<file path="config.mk">
export PLATFORM = sky130hd
export DESIGN_NAME = store_sequencer
export DESIGN_NICKNAME = d
export VERILOG_FILES = /design/src/rtl/store_sequencer.sv
export SDC_FILE = /design/constraint.sdc
export NUM_CORES = 1
export LEC_CHECK = 0
export BUFFER_PORTS_ARGS = -buffer_cell sky130_fd_sc_hd__buf_2
export CAP_MARGIN = 5
export CORE_ASPECT_RATIO = 0.9
export CORE_MARGIN = 2
export CORE_UTILIZATION = 47
export CTS_CLUSTER_SIZE = 40
export DETAILED_ROUTE_END_ITERATION = 10
export GPL_TIMING_DRIVEN = 0
export PLACE_DENSITY = 0.75
export SLEW_MARGIN = 20
export SYNTH_ARGS = -nofsm -noshare
export SYNTH_HDL_FRONTEND = slang
export SYNTH_SLANG_ARGS = --single-unit
</file>
<file path="constraint.sdc">
create_clock -name clk -period 4.3 [get_ports clk]
set_clock_uncertainty 0.1 [all_clocks]
set_input_delay 0.43 -clock clk [delete_from_list [all_inputs] [get_ports clk]]
set_output_delay 0.43 -clock clk [all_outputs]
set_load 0.1 [all_outputs]
</file>
<file path="src/rtl/store_sequencer.sv">
// -----------------------------------------------------------------------------
// store_sequencer
//
// Multicycle controller that sequences SW/SH/SB memory stores. A full-word
// store (SW) goes straight to a write. A sub-word store (SH/SB) does a
// read-modify-write: it reads the aligned word, merges the half or byte into
// the right lane (little-endian), and writes the merged word back. The
// write-data mux select (wd_sel) picks either register B or the merged word.
//
// Optional feature macro: STORE_MISALIGN_TRAP_EN
//   defined   : SW with addr[1:0]!=0 and SH with addr[0]==1 go to ERR.
//   undefined : misalignment is ignored; only store_type==2'b11 produces err.
//
// Parameters:
//   MEM_LATENCY  read latency in cycles from mem_re to valid mem_rdata (1..4)
//
// Ports:
//   clk          system clock, rising edge
//   reset_n      asynchronous active-low reset
//   start        one-cycle request, sampled only in IDLE
//   store_type   00=SW, 01=SH, 10=SB, 11=reserved
//   addr         byte address of the store
//   b_data       register B value (store source)
//   mem_rdata    memory read data
//   mem_addr     word-aligned store address
//   mem_re       memory read strobe
//   mem_we       memory write strobe
//   wd_sel       write-data mux select (0=B, 1=merged)
//   merged_data  read-modify-write result
//   busy         high whenever not in IDLE
//   done         one-cycle completion pulse
//   err          one-cycle pulse on an illegal or trapped request
// -----------------------------------------------------------------------------
module store_sequencer #(
  parameter int MEM_LATENCY = 1
) (
  input  logic        clk,
  input  logic        reset_n,
  input  logic        start,
  input  logic [1:0]  store_type,
  input  logic [31:0] addr,
  input  logic [31:0] b_data,
  input  logic [31:0] mem_rdata,
  output logic [31:0] mem_addr,
  output logic        mem_re,
  output logic        mem_we,
  output logic        wd_sel,
  output logic [31:0] merged_data,
  output logic        busy,
  output logic        done,
  output logic        err
);

  localparam logic [1:0] TYPE_SW = 2'b00;
  localparam logic [1:0] TYPE_SH = 2'b01;
  localparam logic [1:0] TYPE_SB = 2'b10;
  localparam logic [1:0] TYPE_RS = 2'b11;

  typedef enum logic [2:0] {
    S_IDLE,
    S_READ,
    S_WAIT,
    S_WRITE,
    S_DONE,
    S_ERR
  } state_t;

  state_t      state_q, state_d;
  logic [2:0]  wait_cnt_q;
  logic [31:0] addr_q;
  logic [31:0] b_q;
  logic [1:0]  type_q;
  logic [31:0] merged_q;
  logic        wd_sel_q;
  logic        misaligned;
  logic        last_wait;

  // Misalignment is judged on the live inputs because it only matters on the
  // cycle start is accepted in IDLE.
`ifdef STORE_MISALIGN_TRAP_EN
  assign misaligned = ((store_type == TYPE_SW) && (addr[1:0] != 2'b00)) ||
                      ((store_type == TYPE_SH) && addr[0]);
`else
  assign misaligned = 1'b0;
`endif

  // WAIT lasts exactly MEM_LATENCY cycles: the counter enters at MEM_LATENCY
  // and the last WAIT cycle is the one where it reads 1.
  assign last_wait = (state_q == S_WAIT) && (wait_cnt_q == 3'd1);

  // Little-endian lane merge of the latched B operand into the read word.
  function automatic logic [31:0] merge_word(input logic [1:0]  t,
                                             input logic [1:0]  lane,
                                             input logic [31:0] b,
                                             input logic [31:0] rdata);
    logic [31:0] w;
    w = rdata;
    case (t)
      TYPE_SB: w[{lane, 3'b000} +: 8]   = b[7:0];
      TYPE_SH: w[{lane[1], 4'b0000} +: 16] = b[15:0];
      TYPE_SW: w = b;
      default: w = rdata;
    endcase
    return w;
  endfunction

  // NOTE: every signal assigned in an always_comb gets a default first, so no
  // path through the case leaves it unassigned and no latch is inferred.
  always_comb begin
    state_d = state_q;
    case (state_q)
      S_IDLE: begin
        if (start) begin
          if ((store_type == TYPE_RS) || misaligned) state_d = S_ERR;
          else if (store_type == TYPE_SW)            state_d = S_WRITE;
          else                                       state_d = S_READ;
        end
      end
      S_READ:  state_d = S_WAIT;
      S_WAIT:  if (last_wait) state_d = S_WRITE;
      S_WRITE: state_d = S_DONE;
      S_DONE:  state_d = S_IDLE;
      S_ERR:   state_d = S_IDLE;
      default: state_d = S_IDLE;
    endcase
  end

  // NOTE: sequential state uses non-blocking assignments so every register
  // samples the pre-edge values, independent of statement order.
  always_ff @(posedge clk or negedge reset_n) begin
    if (!reset_n) begin
      state_q    <= S_IDLE;
      wait_cnt_q <= 3'd0;
      addr_q     <= 32'd0;
      b_q        <= 32'd0;
      type_q     <= TYPE_SW;
      merged_q   <= 32'd0;
      wd_sel_q   <= 1'b0;
    end else begin
      state_q <= state_d;

      if ((state_q == S_IDLE) && start) begin
        addr_q <= addr;
        b_q    <= b_data;
        type_q <= store_type;
      end

      if (state_q == S_READ)      wait_cnt_q <= 3'(MEM_LATENCY);
      else if (state_q == S_WAIT) wait_cnt_q <= wait_cnt_q - 3'd1;

      if (last_wait) merged_q <= merge_word(type_q, addr_q[1:0], b_q, mem_rdata);

      // WRITE is entered either straight from IDLE (SW, selects B) or from
      // WAIT (sub-word, selects merged); the select then holds until the
      // next request reaches WRITE.
      if ((state_d == S_WRITE) && (state_q != S_WRITE)) wd_sel_q <= (state_q == S_WAIT);
    end
  end

  // Outputs come only from registers or state decode, so reset drops the
  // strobes immediately and no input reaches an output combinationally.
  assign mem_addr    = {addr_q[31:2], 2'b00};
  assign mem_re      = (state_q == S_READ);
  assign mem_we      = (state_q == S_WRITE);
  assign wd_sel      = wd_sel_q;
  assign merged_data = merged_q;
  assign busy        = (state_q != S_IDLE);
  assign done        = (state_q == S_DONE);
  assign err         = (state_q == S_ERR);

endmodule
</file>
==> results of run 1 <==
[routing by layer]
layer / wire [µm] / up-vias
met5: 0 / -
li1: - / 2106
met2: 7030 / 234
met4: 365 / 0
met3: 1280 / 25
met1: 6330 / 2192
[critical path, stage by stage (launching register included)]
cell	delay, ns
sky130_fd_sc_hd__dfrtp_1	0.48
sky130_fd_sc_hd__inv_2	0.20
sky130_fd_sc_hd__clkbuf_1	0.51
sky130_fd_sc_hd__ha_1	0.37
sky130_fd_sc_hd__or4b_1	0.54
sky130_fd_sc_hd__buf_2	0.19
sky130_fd_sc_hd__o22ai_1	0.17
sky130_fd_sc_hd__a222oi_1	0.10
sky130_fd_sc_hd__a21oi_1	0.18
[final cells by class]
class,instances,area (µm²),share of cell area [%]
sequential,105,2630,39.0
multi-input combinational,296,2200,32.7
timing repair buffer,170,885,13.1
buffer,65,440,6.54
clock buffer,11,243,3.60
tap,152,190,2.82
inverter,25,93.8,1.39
clock inverter,5,53.8,0.799
antenna,1,2.50,0.0372
[metrics by stage]
step | cell area (µm²) | utilization (%) | hold slack [ns] | instances | setup slack [ns]
finish | 6740 | 61.3 | 0.193 | 830 | 1.39
global route | 6740 | 61.3 | 0.191 | 830 | 1.25
CTS | 6730 | 61.3 | 0.184 | 829 | 1.44
detailed placement | 6430 | 58.5 | 0.192 | 812 | 1.46
global placement | 6390 | 58.2 | 0.359 | 811 | 1.57
floorplan | 5360 | - | 0.0344 | 491 | 1.17
[cell families after synthesis]
kind of cell	synth area share (%)
AO/OA/AOI/OAI	15.2
AND/OR/NAND/NOR	9.86
flip-flops	49.0
adder cells (fa/ha/maj)	1.63
buffers and inverters	9.97
multiplexers	14.2
other	0.0700
[sequential cells by signal, indices dropped and copies added (netlist names)]
name	count
wait_cnt_q	3
merged_data	32
b_q	32
wd_sel	1
addr_q	32
type_q	2
state_q	3
[cells in the final DEF (no fill, tap or decap), types with 9 or more instances in the layout]
cell type,instances
sky130_fd_sc_hd__buf_2,178
sky130_fd_sc_hd__dfrtp_1,105
sky130_fd_sc_hd__mux2_2,56
sky130_fd_sc_hd__nand2_1,54
sky130_fd_sc_hd__buf_4,41
sky130_fd_sc_hd__inv_1,24
sky130_fd_sc_hd__nor2_1,24
sky130_fd_sc_hd__o32ai_1,15
sky130_fd_sc_hd__a21oi_1,14
sky130_fd_sc_hd__o21ai_0,13
sky130_fd_sc_hd__nor2b_1,11
sky130_fd_sc_hd__o22ai_1,10
sky130_fd_sc_hd__clkbuf_16,9
[what timing repair did]
item | in CTS | in global routing
hold buffers | 1 | 0
endpoints found under the hold margin | 22 | 0
buffers inserted | 0 | 0
setup endpoints to repair | 0 | 0
[final timing paths]
check,startpoint,endpoint,slack (ns),cells past startpoint
worst max-delay path,addr_q[1],merged_data[0],1.39,8
worst min-delay path,b_data[2],b_q[2],0.19,3
worst max register to register,addr_q[1],merged_data[0],1.39,8
worst min register to register,merged_data[18],merged_data[18],0.38,2
max in group asynchronous,reset_n,addr_q[2],3.04,3
min in group asynchronous,reset_n,merged_data[20],0.39,2
==> impl_metrics.py, run 1 <==
metrics = {
    "synthesis": {
        "synth_sequential_area_ratio_pct": 49.0,
        "ys_seq_elements": 105,
        "synth_top_area_share_pct": 49.0,
        "synthDistinctLibCells": 49,
        "ys_async_sr_fraction_pct": 100,
        "synth.most_common_cell": "sky130_fd_sc_hd__dfrtp_1",
        "yosys-top-cells-area": "sky130_fd_sc_hd__dfrtp_1 (49%), sky130_fd_sc_hd__mux2_2 (12%), sky130_fd_sc_hd__buf_4 (5.7%)",
        "synth_area_um2": 5360,
        "yosysTopAreaCell": "sky130_fd_sc_hd__dfrtp_1",
        "ranking_of_synthesized_cells_by_instance_count": "sky130_fd_sc_hd__dfrtp_1 (105), sky130_fd_sc_hd__mux2_2 (56), sky130_fd_sc_hd__nand2_1 (54), sky130_fd_sc_hd__buf_4 (41)",
        "syn_avg_cell_area_um2": 10.9,
        "yosys_warnings": 0,
        "synth_edf_count": 0,
        "postSynthCellCount": 490,
        "synth-main-ff-cell": "sky130_fd_sc_hd__dfrtp_1",
    },
    "global_route": {
        "grt_pass1_wl_um": 23500,
        "grt_start_max_net_pins": 84,
        "grt_overflow": 0,
        "global_route.usage.met1_pct": 35.1,
        "vias_in_the_first_global_route": 4483,
        "grt_use_total_pct": 25.0,
        "number_of_antenna_violations_at_the_first_check_in_global_routing": 1,
        "grt_use_met3_pct": 4.95,
        "grt-busiest-layer": "met2",
        "grt.met2_usage_pct": 38.2,
    },
    "clocking": {
        "tritoncts": "built",
        "root_buffer": "sky130_fd_sc_hd__clkbuf_16",
        "h_tree_depth": 3,
        "cts_inserted_buffers": 9,
        "cts_num_sinks": 105,
        "clock_path_buffers": 2,
        "post_cts_resize_count": 0,
        "clkLatencyLatePin_ns": 0.35,
        "clock_pin_slew_on_the_worst_setup_and_hold_paths_ns": 0.07,
    },
    "route": {
        "drt-total-wl_um": 15000,
        "route.vias.total": 4557,
        "vias_per_cell": 5.49,
        "remaining_drc_errors": 0,
        "initialDrtViolationCount": 410,
        "first_pass_iters": 7,
        "detail_route.wl_per_cell_um": 18.1,
        "ant_nets": 0,
    },
    "placed_design": {
        "place_congestion": 0.866,
        "place_hpwl_um": 11200,
        "io_buffers": 168,
    },
    "floorplan": {
        "floorplan.rows": 36,
        "floorplan.initialDensity_pct": 48.7,
        "floorplan.die.width_um": 117,
        "die-area_um2": 12300,
        "core_area_um2": 11000,
        "top_level_ports": 171,
        "die_height_um": 105,
    },
    "final_layout": {
        "layout-drive-gt1-share_pct": 46.4,
        "layout.nets": 780,
        "area_delta_synth_final_pct": 25.7,
        "fill_cells": 971,
    },
    "timing": {
        "timing_hold_violations_final": 0,
        "final_min_period_over_clock_period_pct": 67.6,
        "fin_setup_tns_ns": 0,
        "max_slew_margin_pct": 58.5,
        "fmax_mhz": 344,
        "tightest_slew_ns": 0.622,
        "drv_slew": 0,
        "setup_violations": 0,
        "grt_setup_unrepaired": "no",
        "period_needed_ns": 2.91,
    },
    "setup_path": {
        "timing.critical_path.fanout_max": 12,
        "critical_path_required_ns": 4.48,
        "category_of_the_worst_setup_path_capture_point": "flop",
        "worst-setup-path-type": "flop to flop",
        "crit_path_start_kind": "flop",
        "arrival_ns": 3.08,
    },
    "worst_hold_path": {
        "hold_crit_path_type": "input pin to flop",
    },
    "run_status": {
        "run_status": "finished, final reports clean",
    },
    "run": {
        "timing.max_cap.violations": 0,
    },
}
Power of run 1 is left out: the tool's default activity adds up to more than one toggle a clock period on the data nets, which glitch-free logic cannot reach.
==> inputs of run 2 (changes only) <==
- CORE_UTILIZATION: 47 -> 46
- PLACE_DENSITY: 0.75 -> 0.76
- clock period: 4.3 -> 2.5 ns (I/O delays scaled with it)
==> run 2 against run 1 <==
  * Critical path depth is 1 lower
  * Register-to-register slack worse by 1.2 ns
  * Sequential share of layout area is 0.11 points lower
  * Flip-flop and latch count stayed put
  * Via count is 0.35% lower
  * First-iteration DRC count is 16% higher
  * Wire length is 0.94% lower
  * Final area is 0.28% higher
  * Count of clock-buffer cells in the layout is 1 higher
  * Non-clock buffer count stayed put
  * Setup slack worse by 1.2 ns
  * Worst hold slack worse by 0.18 ns
  * Critical path type unchanged
  * Critical endpoint is now merged_data[3]
  * Highest routed layer unchanged
==> impl_metrics.py, run 2 (synthesis results as in run 1) <==
metrics = {
    "run_status": {
        "run_status": "finished, final reports clean",
    },
    "setup_path": {
        "crit_path_start_kind": "flop",
        "worst-setup-path-type": "flop to flop",
        "category_of_the_worst_setup_path_capture_point": "flop",
        "timing.critical_path.fanout_max": 20,
        "critical_path_required_ns": 2.67,
        "arrival_ns": 2.52,
    },
    "final_layout": {
        "antenna_cells": 0,
        "layout.core_utilization_pct": 59.3,
        "fill_cells": 979,
        "layout.cells.most_common_list": "sky130_fd_sc_hd__buf_2 (178), sky130_fd_sc_hd__dfrtp_1 (105), sky130_fd_sc_hd__mux2_2 (56)",
        "layout.nets": 780,
        "area_delta_synth_final_pct": 26.1,
        "layout-drive-gt1-share_pct": 46.7,
        "most_common_cell_after_layout_fill_and_taps_aside": "sky130_fd_sc_hd__buf_2",
    },
    "timing": {
        "drv_slew": 0,
        "timing_hold_violations_final": 0,
        "tightest_slew_ns": 0.550,
        "grt_setup_unrepaired": "no",
        "max_slew_margin_pct": 63.3,
        "setup_violations": 0,
        "period_needed_ns": 2.35,
        "final_min_period_over_clock_period_pct": 94.0,
        "fmax_mhz": 425,
    },
    "clocking": {
        "tritoncts": "built",
        "clkLatencyLatePin_ns": 0.35,
        "root_buffer": "sky130_fd_sc_hd__clkbuf_16",
        "cts_inserted_buffers": 9,
        "clock_pin_slew_on_the_worst_setup_and_hold_paths_ns": 0.07,
        "clock_path_buffers": 2,
        "cts_num_sinks": 105,
        "h_tree_depth": 3,
    },
    "global_route": {
        "grt_pass1_wl_um": 23100,
        "grt_use_met3_pct": 6.22,
        "grt_start_max_net_pins": 59,
        "grt-busiest-layer": "met2",
        "vias_in_the_first_global_route": 4422,
        "grt_use_total_pct": 23.8,
        "number_of_antenna_violations_at_the_first_check_in_global_routing": 1,
        "grt.met2_usage_pct": 38.5,
        "global_route.usage.met1_pct": 31.3,
        "grt_overflow": 0,
    },
    "floorplan": {
        "floorplan.rows": 37,
        "die-area_um2": 12500,
        "core_area_um2": 11400,
        "top_level_ports": 171,
        "floorplan.initialDensity_pct": 47.0,
        "floorplan.die.width_um": 118,
        "die_height_um": 106,
    },
    "route": {
        "remaining_drc_errors": 0,
        "ant_nets": 0,
        "vias_per_cell": 5.46,
        "drt-total-wl_um": 14900,
        "detail_route.wl_per_cell_um": 17.9,
        "first_pass_iters": 6,
        "route.vias.total": 4541,
        "initialDrtViolationCount": 474,
    },
    "placed_design": {
        "place_congestion": 0.913,
        "place_hpwl_um": 11100,
        "io_buffers": 168,
    },
    "run": {
        "timing.max_cap.violations": 0,
    },
    "worst_hold_path": {
        "hold_crit_path_type": "input pin to flop",
    },
}
run 2: per-layer routing:
layer	vias up	routed length [µm]
met5	-	0
met4	0	346
met3	28	1330
met2	233	7070
met1	2178	6110
li1	2102	-
run 2: cell type report:
cell class                      instances  area [µm²]  area share (%)
Sequential cell                       105        2630            38.9
Multi-Input combinational cell        296        2200            32.6
Timing Repair Buffer                  171         892            13.2
Buffer                                 64         437            6.47
Clock buffer                           12         267            3.95
Tap cell                              156         195            2.89
Inverter                               25        96.3            1.43
Clock inverter                          2        37.5           0.556
run 2: timing repair:
| item | in CTS | in global routing |
|---|---|---|
| hold buffers | 1 | 0 |
| buffers inserted | 0 | 1 |
| endpoints found under the hold margin | 57 | 0 |
| endpoints found under the setup margin | 31 | 27 |
| gates resized for setup | 0 | 3 |
| pin swaps | 0 | 1 |
run 2: worst max-delay path, cell delays in order (launching register included):
cell and delay [ns]:
sky130_fd_sc_hd__dfrtp_1 0.48, sky130_fd_sc_hd__inv_4 0.25, sky130_fd_sc_hd__ha_1 0.30, sky130_fd_sc_hd__or4b_1 0.54, sky130_fd_sc_hd__buf_2 0.19, sky130_fd_sc_hd__o22ai_1 0.15, sky130_fd_sc_hd__a222oi_1 0.10, sky130_fd_sc_hd__a21oi_1 0.18
run 2: metrics by stage:
stage	setup TNS [ns]	std cells	cell area (µm²)	hold WS (ns)	worst slack (ns)
floorplan	-1.35	491	5360	-0.146	-0.454
finish	0	831	6750	0.0121	0.150
global route	0	831	6750	0.0213	0.0542
detailed placement	-4.66	816	6430	0.162	-0.241
global placement	-10.84	815	6400	0.360	-0.191
CTS	0	830	6740	0.00538	0.0209
run 2: worst paths after layout:
path / start / end / slack [ns] / cells past startpoint
setup reg to reg: addr_q[1] / merged_data[3] / 0.15 / 7
hold / removal: b_data[5] / b_q[5] / 0.01 / 3
setup / recovery: addr_q[1] / merged_data[3] / 0.15 / 7
hold reg to reg: merged_data[19] / merged_data[19] / 0.38 / 2
max in group asynchronous: reset_n / addr_q[11] / 1.33 / 3
min in group asynchronous: reset_n / merged_data[6] / 0.34 / 2
Power of run 2 is left out for the same reason.
==> inputs of run 3 (changes only) <==
- CORE_UTILIZATION: 46 -> 47
- PLACE_DENSITY: 0.76 -> 0.75
- clock period: 2.5 -> 2.9 ns (I/O delays scaled with it)
==> run 3 against run 2 <==
  * First-iteration DRC count decreased by 11%
  * Sequential share of layout area increased by 0.13 points
  * Global-route usage increased by 1.1 points
  * Core utilization increased by 1.9 points
  * Via count increased by 0.68%
  * Non-clock buffer count decreased by 1
  * Cell count decreased by 0.24%
  * Wire length increased by 0.91%
  * Final area decreased by 0.33%
  * Flip-flop and latch count unchanged
  * Register-to-register slack improved by 0.14 ns
  * Count of clock-buffer cells in the layout decreased by 1
==> impl_metrics.py, run 3 (synthesis results as in run 1) <==
metrics = {
    "run_status": {
        "run_status": "finished, final reports clean",
    },
    "floorplan": {
        "core_area_um2": 11000,
        "floorplan.initialDensity_pct": 48.7,
        "die-area_um2": 12300,
        "floorplan.die.width_um": 117,
        "floorplan.rows": 36,
        "die_height_um": 105,
        "top_level_ports": 171,
    },
    "timing": {
        "max_slew_margin_pct": 64.2,
        "tightest_slew_ns": 0.536,
        "period_needed_ns": 2.61,
        "timing_hold_violations_final": 0,
        "final_min_period_over_clock_period_pct": 90.1,
        "grt_setup_unrepaired": "no",
        "fin_ws_ns": 0.286,
        "fin_setup_tns_ns": 0,
        "drv_slew": 0,
        "setup_violations": 0,
        "fmax_mhz": 383,
    },
    "route": {
        "initialDrtViolationCount": 421,
        "first_pass_iters": 8,
        "route.vias.total": 4572,
        "ant_nets": 0,
        "remaining_drc_errors": 0,
        "drt-total-wl_um": 15000,
        "detail_route.wl_per_cell_um": 18.1,
        "vias_per_cell": 5.52,
    },
    "global_route": {
        "vias_in_the_first_global_route": 4483,
        "grt_pass1_wl_um": 23500,
        "grt_start_max_net_pins": 84,
        "grt_overflow": 0,
        "grt_use_total_pct": 25.0,
        "number_of_antenna_violations_at_the_first_check_in_global_routing": 1,
    },
    "worst_hold_path": {
        "worstHoldPathCells": 3,
        "hold_crit_path_type": "input pin to flop",
    },
    "clocking": {
        "cts_inserted_buffers": 9,
        "root_buffer": "sky130_fd_sc_hd__clkbuf_16",
        "h_tree_depth": 3,
        "postCtsSetupRepairBufs": 0,
        "clock_path_buffers": 2,
        "clkLatencyLatePin_ns": 0.35,
        "clock_pin_slew_on_the_worst_setup_and_hold_paths_ns": 0.07,
        "cts_num_sinks": 105,
        "tritoncts": "built",
    },
    "placed_design": {
        "place_congestion": 0.866,
        "place_ws_ns": 0.0581,
        "place_hpwl_um": 11200,
        "io_buffers": 168,
    },
    "setup_path": {
        "worst-setup-path-type": "flop to flop",
        "arrival_ns": 2.80,
        "critical_path_required_ns": 3.08,
        "crit_path_start_kind": "flop",
        "timing.critical_path.fanout_max": 20,
        "rr_worst_depth": 7,
        "category_of_the_worst_setup_path_capture_point": "flop",
    },
    "final_layout": {
        "most_common_cell_after_layout_fill_and_taps_aside": "sky130_fd_sc_hd__buf_2",
        "fill_cells": 970,
        "layout.nets": 779,
        "layout-drive-gt1-share_pct": 46.4,
        "layout.cells.most_common_list": "sky130_fd_sc_hd__buf_2 (178), sky130_fd_sc_hd__dfrtp_1 (105), sky130_fd_sc_hd__mux2_2 (56)",
        "area_delta_synth_final_pct": 25.6,
    },
    "run": {
        "timing.max_cap.violations": 0,
    },
}
run 3: timing repair:
action / CTS / global route
gates resized for setup: 0 / 0
endpoints found under the hold margin: 22 / 0
hold buffers: 1 / 0
endpoints found under the setup margin: 0 / 26
run 3: path summary, 6_finish.rpt:
kind / endpoint / slack, ns / start
worst max-delay path: merged_data[15] / 0.29 / addr_q[1]
worst min-delay path: b_q[5] / 0.06 / b_data[5]
worst max register to register: merged_data[15] / 0.29 / addr_q[1]
worst min register to register: merged_data[18] / 0.39 / merged_data[18]
max in group asynchronous: addr_q[2] / 1.76 / reset_n
min in group asynchronous: merged_data[16] / 0.26 / reset_n
run 3: critical path, cell delays in order, from the launching register on:
cell	delay, ns
sky130_fd_sc_hd__dfrtp_1	0.51
sky130_fd_sc_hd__inv_2	0.25
sky130_fd_sc_hd__ha_1	0.25
sky130_fd_sc_hd__buf_2	0.19
sky130_fd_sc_hd__nor3b_4	0.45
sky130_fd_sc_hd__nand4_2	0.30
sky130_fd_sc_hd__o221ai_1	0.31
sky130_fd_sc_hd__mux2_2	0.19
run 3: routing by layer:
metal	track usage, %	wire [µm]	vias to the layer above	share of wire [%]
li1	-	-	2104	-
met1	35.1	6420	2209	43
met2	38.2	7000	234	47
met3	4.95	1220	25	8.1
met4	9.58	363	0	2.4
met5	0	0	-	0
run 3: cell type report:
type | count | area (µm²) | share of cell area, %
Multi-Input combinational cell | 296 | 2200 | 32.7
Tap cell | 152 | 190 | 2.83
Clock buffer | 11 | 243 | 3.61
Sequential cell | 105 | 2630 | 39.0
Buffer | 64 | 437 | 6.49
Clock inverter | 5 | 53.8 | 0.799
Timing Repair Buffer | 170 | 885 | 13.1
Inverter | 25 | 93.8 | 1.39
Antenna cell | 1 | 2.50 | 0.0372
run 3: stage by stage:
stage               hold WS, ns  util [%]  cell area, µm²  cells
finish                   0.0561      61.2            6730    829
global placement          0.359      58.2            6390    811
global route             0.0511      61.2            6730    829
CTS                      0.0444      61.3            6730    829
floorplan                -0.106         -            5360    491
detailed placement       0.0519      58.5            6430    812
Power of run 3 is left out for the same reason.
